===== config.mk =====
export PLATFORM = sky130hd
export DESIGN_NAME = seq_divider
export DESIGN_NICKNAME = d
export VERILOG_FILES = /design/src/rtl/seq_divider.sv
export SDC_FILE = /design/constraint.sdc
export NUM_CORES = 1
export LEC_CHECK = 0
export BUFFER_PORTS_ARGS = -buffer_cell sky130_fd_sc_hd__buf_2
export CORE_MARGIN = 4
export CORE_UTILIZATION = 50
export CTS_CLUSTER_SIZE = 40
export DETAILED_ROUTE_END_ITERATION = 6
export GPL_TIMING_DRIVEN = 0
export PLACE_DENSITY = 0.73
export RECOVER_POWER = 25
export SYNTH_ARGS = -nofsm -noshare
export SYNTH_HDL_FRONTEND = slang
export SYNTH_SLANG_ARGS = --single-unit

===== constraint.sdc =====
create_clock -name clock -period 3.18 [get_ports clock]
set_clock_uncertainty 0.1 [all_clocks]
set_input_delay 0.477 -clock clock [delete_from_list [all_inputs] [get_ports clock]]
set_output_delay 0.477 -clock clock [all_outputs]
set_load 0.02 [all_outputs]

===== src/rtl/seq_divider.sv =====
// ---------------------------------------------------------------------------
// seq_divider
//
// Multi-cycle radix-2 restoring integer divider serving the start/ok divider
// handshake of the IDIV function unit. Handles signed and unsigned division
// (DIV/DIVU/REM/REMU). One operation is in flight at a time.
//
// Ports
//   clock      in   1      clock, all state updates on posedge
//   reset      in   1      synchronous, active-high
//   start      in   1      request, accepted only while ok=1
//   is_signed  in   1      1: two's-complement operands, 0: unsigned
//   A          in   WIDTH  dividend, sampled at the accept edge
//   B          in   WIDTH  divisor, sampled at the accept edge
//   D          out  WIDTH  quotient of the last completed operation
//   R          out  WIDTH  remainder of the last completed operation
//   ok         out  1      idle, a start will be accepted
//   done       out  1      one-cycle pulse, D/R/err just updated
//   err        out  1      last completed operation divided by zero
//
// Parameters
//   WIDTH      operand/result width
//   FASTPATH   1: divide-by-zero and MIN/-1 complete one cycle after accept
// ---------------------------------------------------------------------------
module seq_divider #(
    parameter int WIDTH    = 32,
    parameter bit FASTPATH = 1'b1
) (
    input  logic             clock,
    input  logic             reset,
    input  logic             start,
    input  logic             is_signed,
    input  logic [WIDTH-1:0] A,
    input  logic [WIDTH-1:0] B,
    output logic [WIDTH-1:0] D,
    output logic [WIDTH-1:0] R,
    output logic             ok,
    output logic             done,
    output logic             err
);

    localparam int CW = $clog2(WIDTH) + 1;
    localparam logic [WIDTH-1:0] MIN_VAL = {1'b1, {(WIDTH-1){1'b0}}};
    localparam logic [WIDTH-1:0] ALL_ONES = {WIDTH{1'b1}};
    localparam logic [CW-1:0] LAST_ITER = CW'(WIDTH - 1);

    typedef enum logic [1:0] {
        IDLE   = 2'd0,
        RUN    = 2'd1,
        FINISH = 2'd2
    } state_t;

    state_t state;
    state_t state_next;

    logic [CW-1:0]    count;
    logic [WIDTH-1:0] quo;
    logic [WIDTH-1:0] divisor;
    logic [WIDTH-1:0] rem;
    logic             q_neg;
    logic             r_neg;
    logic             div_zero;

    logic [WIDTH-1:0] a_mag;
    logic [WIDTH-1:0] b_mag;
    logic             b_zero;
    logic             overflow;
    logic [WIDTH:0]   rem_shift;
    logic             step_ge;
    logic [WIDTH-1:0] rem_next;

    // Operand decode at the accept edge. Magnitudes are modulo 2^WIDTH, so
    // |MIN| comes out as the unsigned value 2^(WIDTH-1), which is exactly
    // what the unsigned iteration needs.
    always_comb begin
        a_mag    = (is_signed && A[WIDTH-1]) ? -A : A;
        b_mag    = (is_signed && B[WIDTH-1]) ? -B : B;
        b_zero   = (B == '0);
        overflow = is_signed && (A == MIN_VAL) && (B == ALL_ONES);
    end

    // One restoring step: shift the next dividend bit into the partial
    // remainder and subtract when it fits. The compare is done at WIDTH+1
    // bits; after a successful subtract or a failed compare the result always
    // fits back in WIDTH bits (with a zero divisor the remainder only ever
    // collects dividend bits, so it stays within WIDTH bits as well).
    always_comb begin
        rem_shift = {rem, quo[WIDTH-1]};
        step_ge   = (rem_shift >= {1'b0, divisor});
        rem_next  = step_ge ? WIDTH'(rem_shift - {1'b0, divisor})
                            : rem_shift[WIDTH-1:0];
    end

    // State register.
    always_ff @(posedge clock) begin
        if (reset) begin
            state <= IDLE;
        end else begin
            state <= state_next;
        end
    end

    // Next-state logic. Special operands skip the iteration entirely when
    // FASTPATH is set; otherwise they run the full loop like any other.
    always_comb begin
        state_next = state;
        ok         = 1'b0;
        case (state)
            IDLE: begin
                ok = 1'b1;
                if (start) begin
                    if (FASTPATH && (b_zero || overflow)) begin
                        state_next = FINISH;
                    end else begin
                        state_next = RUN;
                    end
                end
            end
            RUN: begin
                if (count == LAST_ITER) begin
                    state_next = FINISH;
                end
            end
            FINISH: begin
                state_next = IDLE;
            end
            default: begin
                state_next = IDLE;
            end
        endcase
    end

    // Datapath. quo starts out holding the dividend magnitude and shifts
    // quotient bits in from the bottom as dividend bits leave the top.
    // A zero divisor iterates on the raw dividend with no sign fix-up, which
    // yields an all-ones quotient and the original dividend as remainder;
    // the fast path simply loads that answer directly.
    always_ff @(posedge clock) begin
        if (reset) begin
            count    <= '0;
            quo      <= '0;
            divisor  <= '0;
            rem      <= '0;
            q_neg    <= 1'b0;
            r_neg    <= 1'b0;
            div_zero <= 1'b0;
            D        <= '0;
            R        <= '0;
            err      <= 1'b0;
            done     <= 1'b0;
        end else begin
            done <= 1'b0;
            case (state)
                IDLE: begin
                    if (start) begin
                        count    <= '0;
                        rem      <= '0;
                        div_zero <= b_zero;
                        if (b_zero) begin
                            divisor <= '0;
                            q_neg   <= 1'b0;
                            r_neg   <= 1'b0;
                            if (FASTPATH) begin
                                quo <= ALL_ONES;
                                rem <= A;
                            end else begin
                                quo <= A;
                            end
                        end else if (FASTPATH && overflow) begin
                            divisor <= b_mag;
                            quo     <= MIN_VAL;
                            q_neg   <= 1'b0;
                            r_neg   <= 1'b0;
                        end else begin
                            quo     <= a_mag;
                            divisor <= b_mag;
                            q_neg   <= is_signed & (A[WIDTH-1] ^ B[WIDTH-1]);
                            r_neg   <= is_signed & A[WIDTH-1];
                        end
                    end
                end
                RUN: begin
                    rem   <= rem_next;
                    quo   <= {quo[WIDTH-2:0], step_ge};
                    count <= count + 1'b1;
                end
                FINISH: begin
                    D    <= q_neg ? -quo : quo;
                    R    <= r_neg ? -rem : rem;
                    err  <= div_zero;
                    done <= 1'b1;
                end
                default: begin
                end
            endcase
        end
    end

endmodule


Word level (Yosys, flattened, before mapping). Index checks and enable logic that the tools add are counted. W data, S select, Z words.

Bits in registers: 173. Input bits: 68. Output and inout bits: 67. Logic and storage cells: 65.

$add $sub $neg: 6. $lt $le $gt $ge: 1. Equality and inequality tests: 7. Muxes and demuxes: 25. Bitwise operators: 3. Reductions and logical operators: 11.

Operators by type and width (number): $mux W32 (11); $neg A32 Y32 (4); $pmux W32 S2 (2); $eq A32 B32 Y1 const B (2); $ge A33 B32 Y1 (1); $logic_not A32 Y1 (1); $sub A32 B32 Y32 (1); $pmux W6 S2 (1); $add A6 B1 Y6 const B (1); $eq A6 B5 Y1 const B (1); $mux W1 (6); $mux W2 (3); $mux W6 (1); $reduce_and A2 Y1 (3); $logic_and A1 B1 Y1 (4); $ne A2 B2 Y1 const B (2); $pmux W2 S2 (1); $and A1 B1 Y1 (2); $eq A2 B1 Y1 const B (1); $eq A2 B2 Y1 const B (1); $logic_not A2 Y1 (1); $reduce_bool A2 Y1 (1); $logic_or A1 B1 Y1 (1); $xor A1 B1 Y1 (1).

Depth between registers and ports, before layout. Gate-level depths: netlist of the first run.

Word-level depth: 7. Gate-level depth with buffers: 13. Depth with buffers taken out: 11.

Worst setup path before layout of the first run. Ideal clock, no wire load.

Path type: input -> register. Start: input A[3]. End: register state[1]. Library setup time: 0.079 ns. Arrival time: 2.863 ns. Data required time: 3.001 ns. Path slack: 0.137 ns. Stages: 9. Buffers on the path: 1. Path through: or4_4 -> or4_4 -> nor2b_4 -> nand2_2 -> or3_1 -> buf_6 -> o31a_4 -> or3b_1 -> a211oi_2.

Longest elaborated chain between the ends: 7.

Ends and longest elaborated chain: from (decl) (line 33) `input logic [WIDTH-1:0] A,`; $eq A32 B32 Y1 (line 79) `overflow = is_signed && (A == MIN_VAL) && (B == ALL_ONES);`; $logic_and A1 B1 Y1 (2 in a row) (line 79); $logic_or A1 B1 Y1 (line 112) `if (FASTPATH && (b_zero || overflow)) begin`; $mux W2 (line 112); $mux W2 (line 111) `if (start) begin`; $pmux W2 S2 (line 108) `case (state)`; to (signal assigned) (line 99) `state <= state_next;`; to (decl) (line 53) `state_t state;`.

No other way between the ends. The select of a mux whose other input is x is not followed. A chain may end at the register's enable or synchronous reset.

Worst setup path in the final report of the first run.
Start: register rem[7]. End: register rem[15].

Longest elaborated chain between the ends: 3. Elaborated cells on any way between the ends: 4. Those cells by class: 1 x add/sub; 1 x order compare; 2 x mux.

Ends and longest elaborated chain: from (decl) (line 59) `logic [WIDTH-1:0] rem;`; from (signal assigned) (line 183) `rem <= rem_next;`; $sub A32 B32 Y32 / $ge A33 B32 Y1 (equally long branches) (line 90, 89); $mux W32 * (line 90) `rem_next = step_ge ? WIDTH'(rem_shift - {1'b0, divisor})`; $pmux W32 S2 * (line 153) `case (state)`.

Every way passes the cells marked *; elsewhere a longest branch is shown, timed or not.

==> results of run 1 <==
-- metrics by stage --
| stage | setup slack (ns) | std cells | cell area, um^2 | setup TNS [ns] |
|---|---|---|---|---|
| floorplan | 0.137 | 1486 | 11200 | 0 |
| detailed placement | -1.08 | 1899 | 12200 | -37.33 |
| global route | -0.0995 | 1937 | 13100 | -0.785 |
| finish | 0.0255 | 1937 | 13100 | 0 |
| global placement | -1.04 | 1899 | 12200 | -35.58 |
| CTS | 0.000529 | 1931 | 12900 | 0 |
-- cells in the final DEF, fill, tap and decap left out, drive strengths merged, types with 10 or more instances in the layout --
cell | netlist | routed
or3 | 18 | 18
dfxtp | 173 | 173
a21oi | 94 | 94
xnor2 | 52 | 52
or4 | 13 | 13
nand3 | 19 | 19
clkbuf | 83 | 156
o21ai | 77 | 77
a311oi | 24 | 24
inv | 52 | 58
nand4 | 22 | 22
a2111oi | 17 | 17
a211oi | 86 | 86
nand2b | 13 | 13
nor3 | 27 | 27
nand2 | 132 | 132
xor2 | 85 | 85
buf | 12 | 97
ha | 38 | 38
and2 | 12 | 12
a31oi | 10 | 10
o31ai | 21 | 21
o21a | 15 | 15
nor2b | 14 | 14
nor4 | 33 | 33
o41ai | 14 | 14
a21o | 11 | 11
nor2 | 241 | 241
-- registers in the layout, indices dropped and copies added, names as in the netlist --
name      flops
done          1
quo          32
q_neg         1
count         6
rem          32
R            32
div_zero      1
err           1
divisor      32
D            32
r_neg         1
state         2
-- layer usage --
metal  wire length (um)  vias up
met2              16600      618
met4               1430        4
li1                   -     5665
met3               4100      111
met5                 62        -
met1              16300     5574
-- final timing paths --
check,start,endpoint,cells after the start
worst max-delay path,rem[7],rem[15],11
worst min-delay path,B[31],divisor[31],3
worst max register to register,rem[7],rem[15],11
worst min register to register,divisor[26],divisor[26],2
-- cells in the mapped netlist (9+ instances only) --
master | number | area, um^2
a311oi_1 | 24 | 210
inv_1 | 52 | 195
or4_1 | 11 | 82.6
o31ai_1 | 21 | 158
o21a_1 | 15 | 113
a21o_1 | 11 | 82.6
nand4_1 | 22 | 138
nor4_1 | 32 | 200
nor2_1 | 240 | 901
clkbuf_1 | 83 | 312
dfxtp_1 | 173 | 3460
a2111oi_0 | 17 | 149
nor2b_1 | 13 | 81.3
a21oi_1 | 94 | 470
a211oi_1 | 85 | 638
xnor2_1 | 52 | 455
nand2b_1 | 13 | 81.3
nand3_1 | 19 | 95.1
buf_1 | 9 | 33.8
xor2_1 | 85 | 744
nand2_1 | 131 | 492
or3_1 | 18 | 113
o21ai_0 | 76 | 380
a31oi_1 | 10 | 62.6
nor3_1 | 27 | 135
ha_1 | 38 | 475
o41ai_1 | 14 | 123
and2_1 | 12 | 75.1
-- worst max-delay path, stage by stage, from the launching register on --
cell	delay, ns
dfxtp_1	0.41
ha_4	0.34
nand4_1	0.22
nor3_2	0.32
o31ai_4	0.13
a2111oi_4	0.39
o21a_1	0.23
o21a_1	0.15
buf_6	0.16
clkbuf_8	0.20
nand3_1	0.14
a311oi_2	0.24
-- cell families after synthesis --
logic type / after synthesis
adders and majority gates: 39
xor gates and xnor gates: 137
AOI/OAI and AO/OA: 412
and+or+nand+nor: 574
muxes: 4
DFF: 173
buffers and inverters: 147
-- power groups by stage --
stage,Clock [mW],Sequential [mW],Combinational [mW]
2_1_floorplan,0,2.47,1.56
3_3_place_gp,0,2.54,2.08
3_5_place_dp,0,2.54,2.11
4_1_cts,2.07,2.49,2.20
5_1_grt,2.17,2.53,2.56
6_report,2.06,2.52,2.35
-- final cells by class --
cell class | instances | area share
timing repair buffer | 142 | 0.0503
clock buffer | 19 | 0.0338
clock inverter | 13 | 0.00974
multi-input combinational | 1166 | 0.569
buffer | 92 | 0.0308
tap | 280 | 0.0267
sequential | 173 | 0.265
inverter | 52 | 0.0149
-- timing repair --
item / CTS / global route
setup endpoints to repair: 34 / 44
pin swaps: 3 / 9
buffers inserted: 2 / 7
cloned: 0 / 0
gates resized for setup: 32 / 47
==> results.ini, run 1 <==
[outcome]
status = finished clean

[global_routing]
grt_overflow = 0
grt_max_degree = 18
grt_use_total = 0.299
antenna_found_initial = 2
use_met2 = 0.454
grt_util_met1 = 0.404
gr-max-usage-layer = met2
grt_pass1_wl_um = 59000
grt_pass1_vias = 10900
grt.met3_usage = 0.0817

[synthesis]
yosys.area_share.adder = 0.0442
synth.distinct_cells = 70
yosys_warnings = 0
synthesis.instances = 1486
ys.flop_type = dfxtp_1
synth_edf_count = 0
synth_top_family_by_area = compound AO/OA/AOI/OAI gates
async_flop_share = 0
syn-cell-area_um2 = 11200
yosysSeqAreaShare = 0.309
synth_fp_nets = 1593
syn_avg_cell_area_um2 = 7.54
synth-seq-cells = 173
yosys.area_share.simple = 0.240
synth.mux.area_fraction = 0.00368
synth_xor_area_frac = 0.107
synth-compound-area-share = 0.246

[sta]
tightest_slew_ns = 0.871
hold_viol = 0
post-route-min-period_ns = 3.15
period_share = 0.992
slew-limit-headroom = 0.419
whs_ns = 0.254
clock.fmax_mhz = 317
slew_viol_final = 0
finalSetupViolCount = 0
rsz0062_at_grt = true

[worst_setup_path]
cp-end-kind = flop
crit_type = flop to flop
crit_fanout = 10
required_ns = 3.41
worstPathArrival_ns = 3.38
reg2reg_slack_ns = 0.03
startpoint_type = flop

[pwr]
p_leak_nw = 4.76
vdd_drop_max_uv = 325
p_seq_frac = 0.364
pwr-share-clk = 0.297
p_sw_mw = 2.64
power_density_nw_per_um2 = 528
internal_power_mw = 4.28
sw_frac_of_total = 0.381
comb_power_share = 0.339
p_total_mw = 6.92

[clock_tree]
tritoncts = built
clkTransAtPathRegs_ns = 0.07
clock_latency_ns = 0.44
cts_hold_buf = 0
cts_max_path_buffers = 2
htree_num_levels = 4
clockRootBuffer = clkbuf_16
cts_buffers = 17
cts_sinks = 173

[cells_and_area]
layout-drive-gt1-share = 0.109
syn_to_final_growth_pct = 16.8
regArea_um2 = 3470
final_nets = 1751
antennaDiodeCount = 0
postLayoutCoreUtil = 0.597
fillers = 2080
multi_input_area_um2 = 7450

[floorplanning]
coreArea_um2 = 22000
dieArea_um2 = 24900
die_h_um = 158
boundaryPins = 135
die_w_um = 158
rows = 54
start_util = 0.511

[route]
postRouteAntennaNets = 0
drtIter0Drc = 1367
vias = 12000
finalWirelength_um = 38400
dr.pass1.iters = 7
drc = 0
viasPerCell = 6.18
wire_per_inst_um = 19.8

[worst_hold_path]
hold_path.class = input port to flop

[placement]
io_buffers = 133
hpwl_um = 30000
gp_congestion = 0.996

[job]
max-cap-violations = 0

Note: power is estimated with default switching activity, not from simulation.
==> run 2: changes to the inputs <==
--- a/config.mk
+++ b/config.mk
@@ -13,6 +13,7 @@
 export GPL_TIMING_DRIVEN = 0
 export PLACE_DENSITY = 0.73
 export RECOVER_POWER = 25
+export SETUP_SLACK_MARGIN = 0.5
 export SYNTH_ARGS = -nofsm -noshare
 export SYNTH_HDL_FRONTEND = slang
 export SYNTH_SLANG_ARGS = --single-unit
==> results.ini, run 2 (same netlist as run 1, synthesis figures left out) <==
[outcome]
status = complete, but fails checks  ; was finished clean
failed_checks = DRC

[route]
dr.pass1.iters = 7  ; unchanged
viasPerCell = 6.25  ; was 6.18
postRouteAntennaNets = 0  ; unchanged
drc = 2  ; was 0
wire_per_inst_um = 20.9  ; was 19.8 um
drtIter0Drc = 1499  ; was 1,367
finalWirelength_um = 41700  ; was 38,400 um
vias = 12500  ; was 12.0k

[placement]
placed_cells = 1899  ; unchanged
post-place-ws_ns = -0.413  ; was -1.08 ns
hpwl_um = 29900  ; was 30,000 um
io_buffers = 133  ; unchanged
dpl_cell_area_um2 = 12300  ; was 12,200 um^2
gp_congestion = 0.973  ; was 0.996

[floorplanning]
die_h_um = 158  ; unchanged
coreArea_um2 = 22000  ; unchanged
die_w_um = 158  ; unchanged
start_util = 0.511  ; unchanged
boundaryPins = 135  ; unchanged
rows = 54  ; unchanged
dieArea_um2 = 24900  ; unchanged

[worst_setup_path]
reg2reg_slack_ns = 0.29  ; was 0.03 ns
crit_type = flop to flop  ; unchanged
startpoint_type = flop  ; unchanged
worstPathArrival_ns = 3.10  ; was 3.38 ns
slowest_delay_ns = 0.42  ; was 0.41 ns
cp-end-kind = flop  ; unchanged
crit_family = compound AO/OA/AOI/OAI gates  ; unchanged
path_cells = inv_2, ha_4, nand4_1, nor3_4, o31ai_4, a2111oi_4, o21a_1, buf_6, nor3_4, buf_6, buf_8, a221oi_4, nor3_2  ; was ha_4, nand4_1, nor3_2, o31ai_4, a2111oi_4, o21a_1, o21a_1, buf_6, clkbuf_8, nand3_1, a311oi_2
path_buf_inv = 4  ; was 2
crit_fanout = 6  ; was 10
critical_path.slowest_cell = a2111oi_4  ; was dfxtp_1
required_ns = 3.39  ; was 3.41 ns

[sta]
clock.fmax_mhz = 346  ; was 317 MHz
setup_ws_ns = 0.290  ; was 0.0255 ns
slew-limit-headroom = 0.326  ; was 0.419
tightest_slew_ns = 1.01  ; was 0.871 ns
finalSetupViolCount = 0  ; unchanged
whs_ns = 0.268  ; was 0.254 ns
slew_viol_final = 0  ; unchanged
post-route-min-period_ns = 2.89  ; was 3.15 ns
hold_viol = 0  ; unchanged
period_share = 0.909  ; was 0.992
finalSetupTns_ns = 0  ; unchanged
rsz0062_at_grt = true  ; unchanged

[global_routing]
antenna_found_initial = 1  ; was 2
grt_max_degree = 17  ; was 18
grt_pass1_vias = 11300  ; was 10.9k
grt_pass1_wl_um = 61400  ; was 59,000 um
grt_overflow = 0  ; unchanged
grt_use_total = 0.313  ; was 0.299

[cells_and_area]
layout-drive-gt1-share = 0.239  ; was 0.109
final_common_cell = nor2_1  ; unchanged
layout.cells.non_filler = 1999  ; was 1,937
postLayoutCoreUtil = 0.670  ; was 0.597
regArea_um2 = 3550  ; was 3470 um^2
post-route-cell-area_um2 = 14700  ; was 13,100 um^2
final_nets = 1813  ; was 1,751
final_cell_mix = nor2_1, dfxtp_1, clkbuf_1  ; unchanged
fillers = 1858  ; was 2,080
multi_input_area_um2 = 8260  ; was 7450 um^2
syn_to_final_growth_pct = 31.3  ; was 16.8%

[pwr]
vdd_drop_max_uv = 414  ; was 325 uV
p_leak_nw = 5.42  ; was 4.76 nW
power_density_nw_per_um2 = 531  ; was 528 nW/um^2
p_total_mw = 7.82  ; was 6.92 mW

[job]
max-cap-violations = 0  ; unchanged

[clock_tree]
clockRootBuffer = clkbuf_16  ; unchanged
clkTransAtPathRegs_ns = 0.08  ; was 0.07 ns
tritoncts = built  ; unchanged
cts_max_path_buffers = 2  ; unchanged
cts_buffers = 17  ; unchanged
cts_sinks = 173  ; unchanged
clock_latency_ns = 0.44  ; about the same
htree_num_levels = 4  ; unchanged

[worst_hold_path]
hold_path.class = input port to flop  ; unchanged

-- run 2: changes by cell type in the layout (fill, tap and decap cells not counted), moves of 8 or more --
cell	change
nand2_1	-25
or4_4	+8
clkbuf_1	-12
ha_4	+8
dfxtp_4	+14
a21oi_1	-24
a21oi_2	+19
nand2_2	+21
or4_1	-8
dfxtp_2	+16
ha_1	-9
dfxtp_1	-30
buf_4	+47
o21ai_0	-11
-- run 2: final timing paths --
path                                     to   startpoint  cells past startpoint
worst max-delay path                rem[21]   divisor[6]                     13
worst min-delay path            divisor[31]        B[31]                      3
worst max register to register      rem[21]   divisor[6]                     13
worst min register to register  divisor[27]  divisor[27]                      2
-- run 2: worst reg2reg max path: cells and delay by family (launching register included) --
family          cells  cell delay, ns
compound gates      4            1.05
buf+inv             4            0.48
simple gates        4            0.51
flops               1            0.35
fa+ha+maj           1            0.28
-- run 2: area by class of cell --
| cell class | count | share of cell area |
|---|---|---|
| diodes | 1 | 0.000170 |
| plain buffers | 95 | 0.0359 |
| clock buffers | 17 | 0.0289 |
| clock inverters | 14 | 0.0143 |
| inverters | 52 | 0.0136 |
| multi-input cells | 1166 | 0.561 |
| flip-flops and latches | 173 | 0.241 |
| well taps | 280 | 0.0238 |
| repair buffers | 201 | 0.0815 |
-- run 2: report_power, final --
| group | internal, mW | leakage [nW] | switching, mW | total (mW) |
|---|---|---|---|---|
| clock | 1.33 | 0.313 | 0.964 | 2.30 |
| combinational | 1.27 | 3.67 | 1.71 | 2.99 |
| sequential | 2.31 | 1.43 | 0.230 | 2.54 |
-- run 2: what timing repair did --
action / in CTS / in global routing
setup buffers: 34 / 30
pin swaps: 59 / 45
cloned: 3 / 1
setup endpoints to repair: 72 / 98
gates resized for setup: 161 / 160
hold buffers: 0 / 0
-- run 2: layer usage --
layer	track usage	wire, um	vias up
met1	0.414	17100	5890
met4	0.128	1750	0
met3	0.0738	4180	130
li1	-	-	5781
met5	0	0	-
met2	0.491	18700	699
